$ cat src/rtl/sum_accumulator.sv
// rtl/sum_accumulator.sv - multi-term accumulator behind a registered adder, with sticky guard overflow
module sum_accumulator #(
  parameter int WIDTH = 64,
  parameter int GUARD = 8,
  parameter int CNT_W = 8
) (
  input  logic                   clk,
  input  logic                   rst_n,
  input  logic                   start,
  input  logic [CNT_W-1:0]       num_terms,
  input  logic                   in_valid,
  output logic                   in_ready,
  input  logic [WIDTH-1:0]       in_sum,
  input  logic                   in_cout,
  output logic                   out_valid,
  input  logic                   out_ready,
  output logic [WIDTH+GUARD-1:0] out_acc,
  output logic                   out_ovf,
  output logic                   busy
);

  localparam int AW = WIDTH + GUARD;

  typedef enum logic [1:0] {IDLE, ACCUM, HOLD} state_t;

  state_t           state_q;
  logic [AW-1:0]    acc_q;
  logic             ovf_q;
  logic [CNT_W-1:0] cnt_q;
  logic             in_ready_q;
  logic             out_valid_q;
  logic             busy_q;

  logic [AW:0]      sum_ext;
  logic [AW-1:0]    acc_d;
  logic             carry_d;

  // The carry-out of the upstream adder is bit WIDTH of the term.
  assign sum_ext = {1'b0, acc_q} + {{(AW-WIDTH){1'b0}}, in_cout, in_sum};
  assign acc_d   = sum_ext[AW-1:0];
  assign carry_d = sum_ext[AW];

  always_ff @(posedge clk or negedge rst_n) begin
    if (!rst_n) begin
      state_q     <= IDLE;
      acc_q       <= '0;
      ovf_q       <= 1'b0;
      cnt_q       <= '0;
      in_ready_q  <= 1'b0;
      out_valid_q <= 1'b0;
      busy_q      <= 1'b0;
    end else begin
      case (state_q)
        IDLE: begin
          if (start) begin
            acc_q  <= '0;
            ovf_q  <= 1'b0;
            busy_q <= 1'b1;
            if (num_terms != '0) begin
              cnt_q      <= num_terms;
              in_ready_q <= 1'b1;
              state_q    <= ACCUM;
            end else begin
              out_valid_q <= 1'b1;
              state_q     <= HOLD;
            end
          end
        end
        ACCUM: begin
          if (in_valid && in_ready_q) begin
            acc_q <= acc_d;
            ovf_q <= ovf_q | carry_d;
            cnt_q <= cnt_q - CNT_W'(1);
            if (cnt_q == CNT_W'(1)) begin
              in_ready_q  <= 1'b0;
              out_valid_q <= 1'b1;
              state_q     <= HOLD;
            end
          end
        end
        HOLD: begin
          if (out_ready) begin
            out_valid_q <= 1'b0;
            busy_q      <= 1'b0;
            state_q     <= IDLE;
          end
        end
        default: begin
          in_ready_q  <= 1'b0;
          out_valid_q <= 1'b0;
          busy_q      <= 1'b0;
          state_q     <= IDLE;
        end
      endcase
    end
  end

  assign in_ready  = in_ready_q;
  assign out_valid = out_valid_q;
  assign out_acc   = acc_q;
  assign out_ovf   = ovf_q;
  assign busy      = busy_q;

endmodule

$ cat config.mk
export PLATFORM = sky130hd
export DESIGN_NAME = sum_accumulator
export DESIGN_NICKNAME = d
export VERILOG_FILES = /design/src/rtl/sum_accumulator.sv
export SDC_FILE = /design/constraint.sdc
export NUM_CORES = 1
export LEC_CHECK = 0
export BUFFER_PORTS_ARGS = -buffer_cell sky130_fd_sc_hd__buf_2
export CORE_MARGIN = 3
export CORE_UTILIZATION = 53
export CTS_BUF_LIST = sky130_fd_sc_hd__clkbuf_16
export DETAILED_ROUTE_END_ITERATION = 16
export PLACE_DENSITY = 0.78
export SLEW_MARGIN = 20
export SYNTH_ARGS = -nofsm -noshare
export SYNTH_HDL_FRONTEND = slang
export SYNTH_SLANG_ARGS = --single-unit
$ cat constraint.sdc
create_clock -name clk -period 3.6 [get_ports clk]
set_clock_uncertainty 0.15 [all_clocks]
set_input_delay 0.36 -clock clk [delete_from_list [all_inputs] [get_ports clk]]
set_output_delay 0.36 -clock clk [all_outputs]
set_load 0.02 [all_outputs]
After elaboration in Yosys (flattened, before gate mapping)
Index checks and enable logic that the tools add are counted.
Cells by class
  $add $sub $neg: 2
  order comparisons: 0
  shift operators: 0
  eq/ne operators: 9
  bitwise gates (word level): 3
  multipliers: 0
  divide/modulo/power cells: 0
  reduce and logical (&&, ||, !) cells: 10
  multiplexer cells: 29
Operator list (number)
  $mux W72: 2
  $pmux W72 S2: 1
  $add A72 B65 Y73: 1
  $mux W8: 3
  $pmux W8 S2: 1
  $mux W1: 12
  $ne A2 B2 Y1 const B: 6
  $mux W2: 5
  $reduce_and A5 Y1: 2
  $pmux W1 S3: 3
  $eq A8 B1 Y1 const B: 1
  $reduce_and A4 Y1: 2
  $reduce_bool A8 Y1: 1
  $sub A8 B1 Y8 const B: 1
  $pmux W2 S3: 1
  $reduce_and A3 Y1: 2
  $eq A2 B1 Y1 const B: 1
  $eq A2 B2 Y1 const B: 1
  $logic_not A2 Y1: 1
  $not A1 Y1: 2
  $pmux W1 S2: 1
  $reduce_bool A2 Y1: 1
  $logic_and A1 B1 Y1: 1
  $or A1 B1 Y1: 1
Word-level totals
  input bits: 78
  memory bits (read-only): 0
  bits in registers: 86
  memories kept: 0
  latch bits: 0
  bits in writable memories: 0

Depth between registers and ports, before layout
  depth after elaboration: 4
  depth in mapped cells: 12
  depth with buffers taken out: 12

Worst setup path before layout
OpenSTA, ideal clock, no wires.
  path type: register -> register
  start point: register acc_q[0] (netlist: out_acc[0])
  end point: register acc_q[50] (netlist: out_acc[50])
  arrival: 2.858 ns
  buffers on the path: 0
  cell stages (with the launch flop): 13
  setup slack: 0.463 ns
  data required time: 3.321 ns
  cells stage by stage: dfrtp_1 > ha_1 > fa_1 > a211oi_1 > o211ai_1 > nand3_1 > a21oi_1 > a211oi_2 > o41ai_2 > a221oi_1 > o21bai_1 > xnor2_1 > o21ai_1
On the way
  word-level cells in the longest chain between the ends: 3
RTL lines
  from (decl): line 27  | logic [AW-1:0] acc_q;
  from (signal assigned): line 46  | acc_q <= '0;
  from (signal assigned): line 56  | acc_q <= '0;
  from (signal assigned): line 71  | acc_q <= acc_d;
  $add A72 B65 Y73: line 39  | assign sum_ext = {1'b0, acc_q} + {{(AW-WIDTH){1'b0}}, in_cout, in_sum};
  $mux W72: line 70  | if (in_valid && in_ready_q) begin
  $pmux W72 S2: line 53  | case (state_q)
No other way between the ends. The select of a mux whose other input is x is not followed.
A chain may end at the register's enable or synchronous reset.

Worst setup path after layout
  start point: register acc_q[0] (netlist: out_acc[0])
  end point: register acc_q[56] (netlist: out_acc[56])
The elaborated chain is that of the path after synthesis.

==> results.md <==
* Setup crit start kind: register
* Die Span X at 125 µm
* Peak VDD IR at 0.458 mV
* Post-synth top area share at 28.7%
* Final HPWL DP at 16300 µm
* Rel. slew slack at 52.2%
* Share of layout cells above drive strength 1 at 19.0%
* Post-Syn Area at 7490 µm²
* First-pass GRT wire length at 34800 µm
* Die Area at 15600 µm²
* Worst hold-check path type: in2reg
* Final Cell Area at 8690 µm²
* Slew Viols, Final at 0
* Max Fclk at 297 MHz
* Routed length per instance at 16.9 µm
* Distinct cells, synth at 65
* Core area at 13500 µm²
* Largest area contributor in the netlist: dfrtp_1
* CTS max path bufs at 2
* First-pass detailed-route iteration total at 5
* Io pins at 154
* Residual DRC at 0
* Clock sink count at 86
* Slew @ Worst Pin at 0.718 ns
* Vias at 7577
* Via/cell ratio at 6.04
* H-tree lvl count at 3
* Critical path class: reg2reg
* Minimum clock period at 3.36 ns
* Fin util at 64.3%
* Synth Register Bits at 86
* Setup Fix Bufs, Post-CTS at 0
* RSZ-0062 raised after global routing: no
* Final Non-Filler Cells at 1255
* Die H at 125 µm
* Nets at 1221
* Setup crit end kind: register
* Prevailing post-synth register cell: dfrtp_1
* Initial antenna violation count at 2
* Critical path required time at 3.67 ns
* Status: finished clean
* Pin count of the biggest net entering global routing at 87
* Synth warnings at 0
* Largest cells by area after synthesis: dfrtp_1, ha_1, o21ai_0, a21oi_1, nand2_1
* Final hold viol count at 0
* Worst-path clk slew at 0.07 ns
* Initial Util at 55.5%
* Vias in the first global route at 7155
* Final worst-path cycle share at 93.4%
* PortBufs at 153
* Worst-Skew Late Latency at 0.36 ns
* Routed Antenna Nets at 0
* Arrival time worst endpoint at 3.43 ns
* Placed inst area at 8400 µm²
* LEAKAGE at 0.00429 µW
* CTS tree: done
* Avg Inst Size Synth at 7.89 µm²
* Sequential share of the synthesized area at 28.7%
* Final setup viols at 0
* Clock root buffer: clkbuf_16
* Post-Syn Instances at 949
* RD Place Congestion at 0.936
* Total CTS buffers at 9
* DR iter-0 viols at 644
* Max cap viols at 0
* Critical path fanouts, max at 4
* Grt total ovfl at 0
* Synth-to-Final Area Change at 15.9%
* GRT Overall Usage at 26.6%
* Fraction of registers with async set/reset at 100%
* Net Count, Synth at 1095
* Post-synth EDFFs at 0
* Row cnt at 42
* Routed WL at 21200 µm
* Dpl cells at 1239
* Setup TNS at 0 ns
* Power per cell area at 677 nW/µm²
[path summary, 6_finish.rpt]
check,start,end,slack (ns),depth (start not counted)
worst min register to register,cnt_q[4],cnt_q[4],0.35,2
max in group asynchronous,rst_n,out_acc[59],2.50,3
min in group asynchronous,rst_n,out_acc[22],0.45,3
worst min-delay path,num_terms[0],cnt_q[0],0.12,3
worst max-delay path,out_acc[0],out_acc[56],0.24,12
worst max register to register,out_acc[0],out_acc[56],0.24,12
[area by class of cell]
class                           instances  area [µm²]
Antenna cell                            1        2.50
Clock buffer                            9         225
Clock inverter                          5        21.3
Fill cell                            1246        4820
Inverter                               22        82.6
Multi-Input combinational cell        789        5090
Sequential cell                        86        2150
Tap cell                              176         220
Timing Repair Buffer                  167         888
[registers in the layout, summed over array words and instances, names as in the netlist]
| signal | cells |
|---|---|
| cnt_q | 8 |
| out_ovf | 1 |
| out_valid | 1 |
| state_q | 2 |
| in_ready | 1 |
| out_acc | 72 |
| busy | 1 |
[report_power, final]
group	total (µW)	switching, µW	internal [µW]
logic	3520	2210	1310
clock network	838	388	450
registers	1520	266	1250
total	5880	2860	3020
[critical path, cell delays in order (launching register included)]
cell and delay, ns:
dfrtp_1 0.40, ha_1 0.23, fa_1 0.43, a211oi_1 0.34
o211ai_1 0.21, nand4_1 0.16, a21oi_1 0.11, o2111ai_1 0.27
nand3_1 0.22, a21oi_2 0.22, o21ai_0 0.21, xnor2_1 0.18
o21ai_0 0.08
[through the flow]
step	setup slack (ns)	hold slack [ns]	total power (µW)
final	0.236	0.125	5880
after global routing	0.0122	0.119	6350
after CTS	0.161	0.119	5840
after detailed placement	0.0921	0.288	4980
after global placement	0.154	0.290	4950
after floorplan	0.463	-0.0856	4030
[synth_stat cells (all sizes together), types with 3 or more instances]
master and instances:
a211oi 9, a21o 36, a21oi 98, a221oi 3
a22o 7, a22oi 9, a31oi 8, a41o 3
a41oi 4, and2 4, and3 5, and4 4
buf 6, clkbuf 46, dfrtp 86, ha 67
inv 22, nand2 123, nand2b 5, nand3 18
nand4 24, nor2 61, nor2b 4, nor3 19
nor4 8, o211ai 12, o21a 7, o21ai 126
o21bai 16, o31ai 6, or2 4, or3 6
xnor2 37, xor2 28
[routing by layer]
metal	wire (µm)	vias up	GRT usage, %
met5	7	-	0
met4	572	2	9.69
met3	1540	46	5.53
met2	9570	275	42.7
met1	9540	3516	35.7
li1	-	3738	-
[placed cells by master, fill, tap and decap left out, drive strengths merged, types with 4 or more instances in the layout]
cell type    n
a211oi       9
nand2      123
a22o         7
and3         5
a21oi       98
a41oi        4
buf        166
nand3       18
or3          6
a31oi        8
nand4       24
o21a         7
or2          4
o21bai      16
clkbuf       9
nor2b        4
a22oi        9
inv         24
nor3        19
ha          67
xor2        28
dfrtp       86
o211ai      12
nor2        61
o21ai      126
a21o        36
o31ai        6
nand2b       5
and4         4
and2         4
xnor2       37
nor4         8
[logic make-up (layout without fill, tap and decap cells)]
| kind of cell | after synthesis | after routing | share of synthesized area [%] |
|---|---|---|---|
| compound gates | 362 | 362 | 29.8 |
| xor+xnor | 65 | 65 | 7.60 |
| fa+ha+maj | 68 | 68 | 11.5 |
| buf+inv | 74 | 203 | 3.77 |
| flops | 86 | 86 | 28.7 |
| mux | 3 | 3 | 0.418 |
| other cells | 0 | 1 | 0 |
| simple gates | 291 | 291 | 18.2 |
[timing repair]
| item | 4_1_cts | 5_1_grt |
|---|---|---|
| endpoints found under the setup margin | 0 | 5 |
| resized for setup | 0 | 5 |
| endpoints found under the hold margin | 86 | 0 |
| hold buffers | 1 | 0 |
No activity file was read; power rests on OpenSTA's default activity.
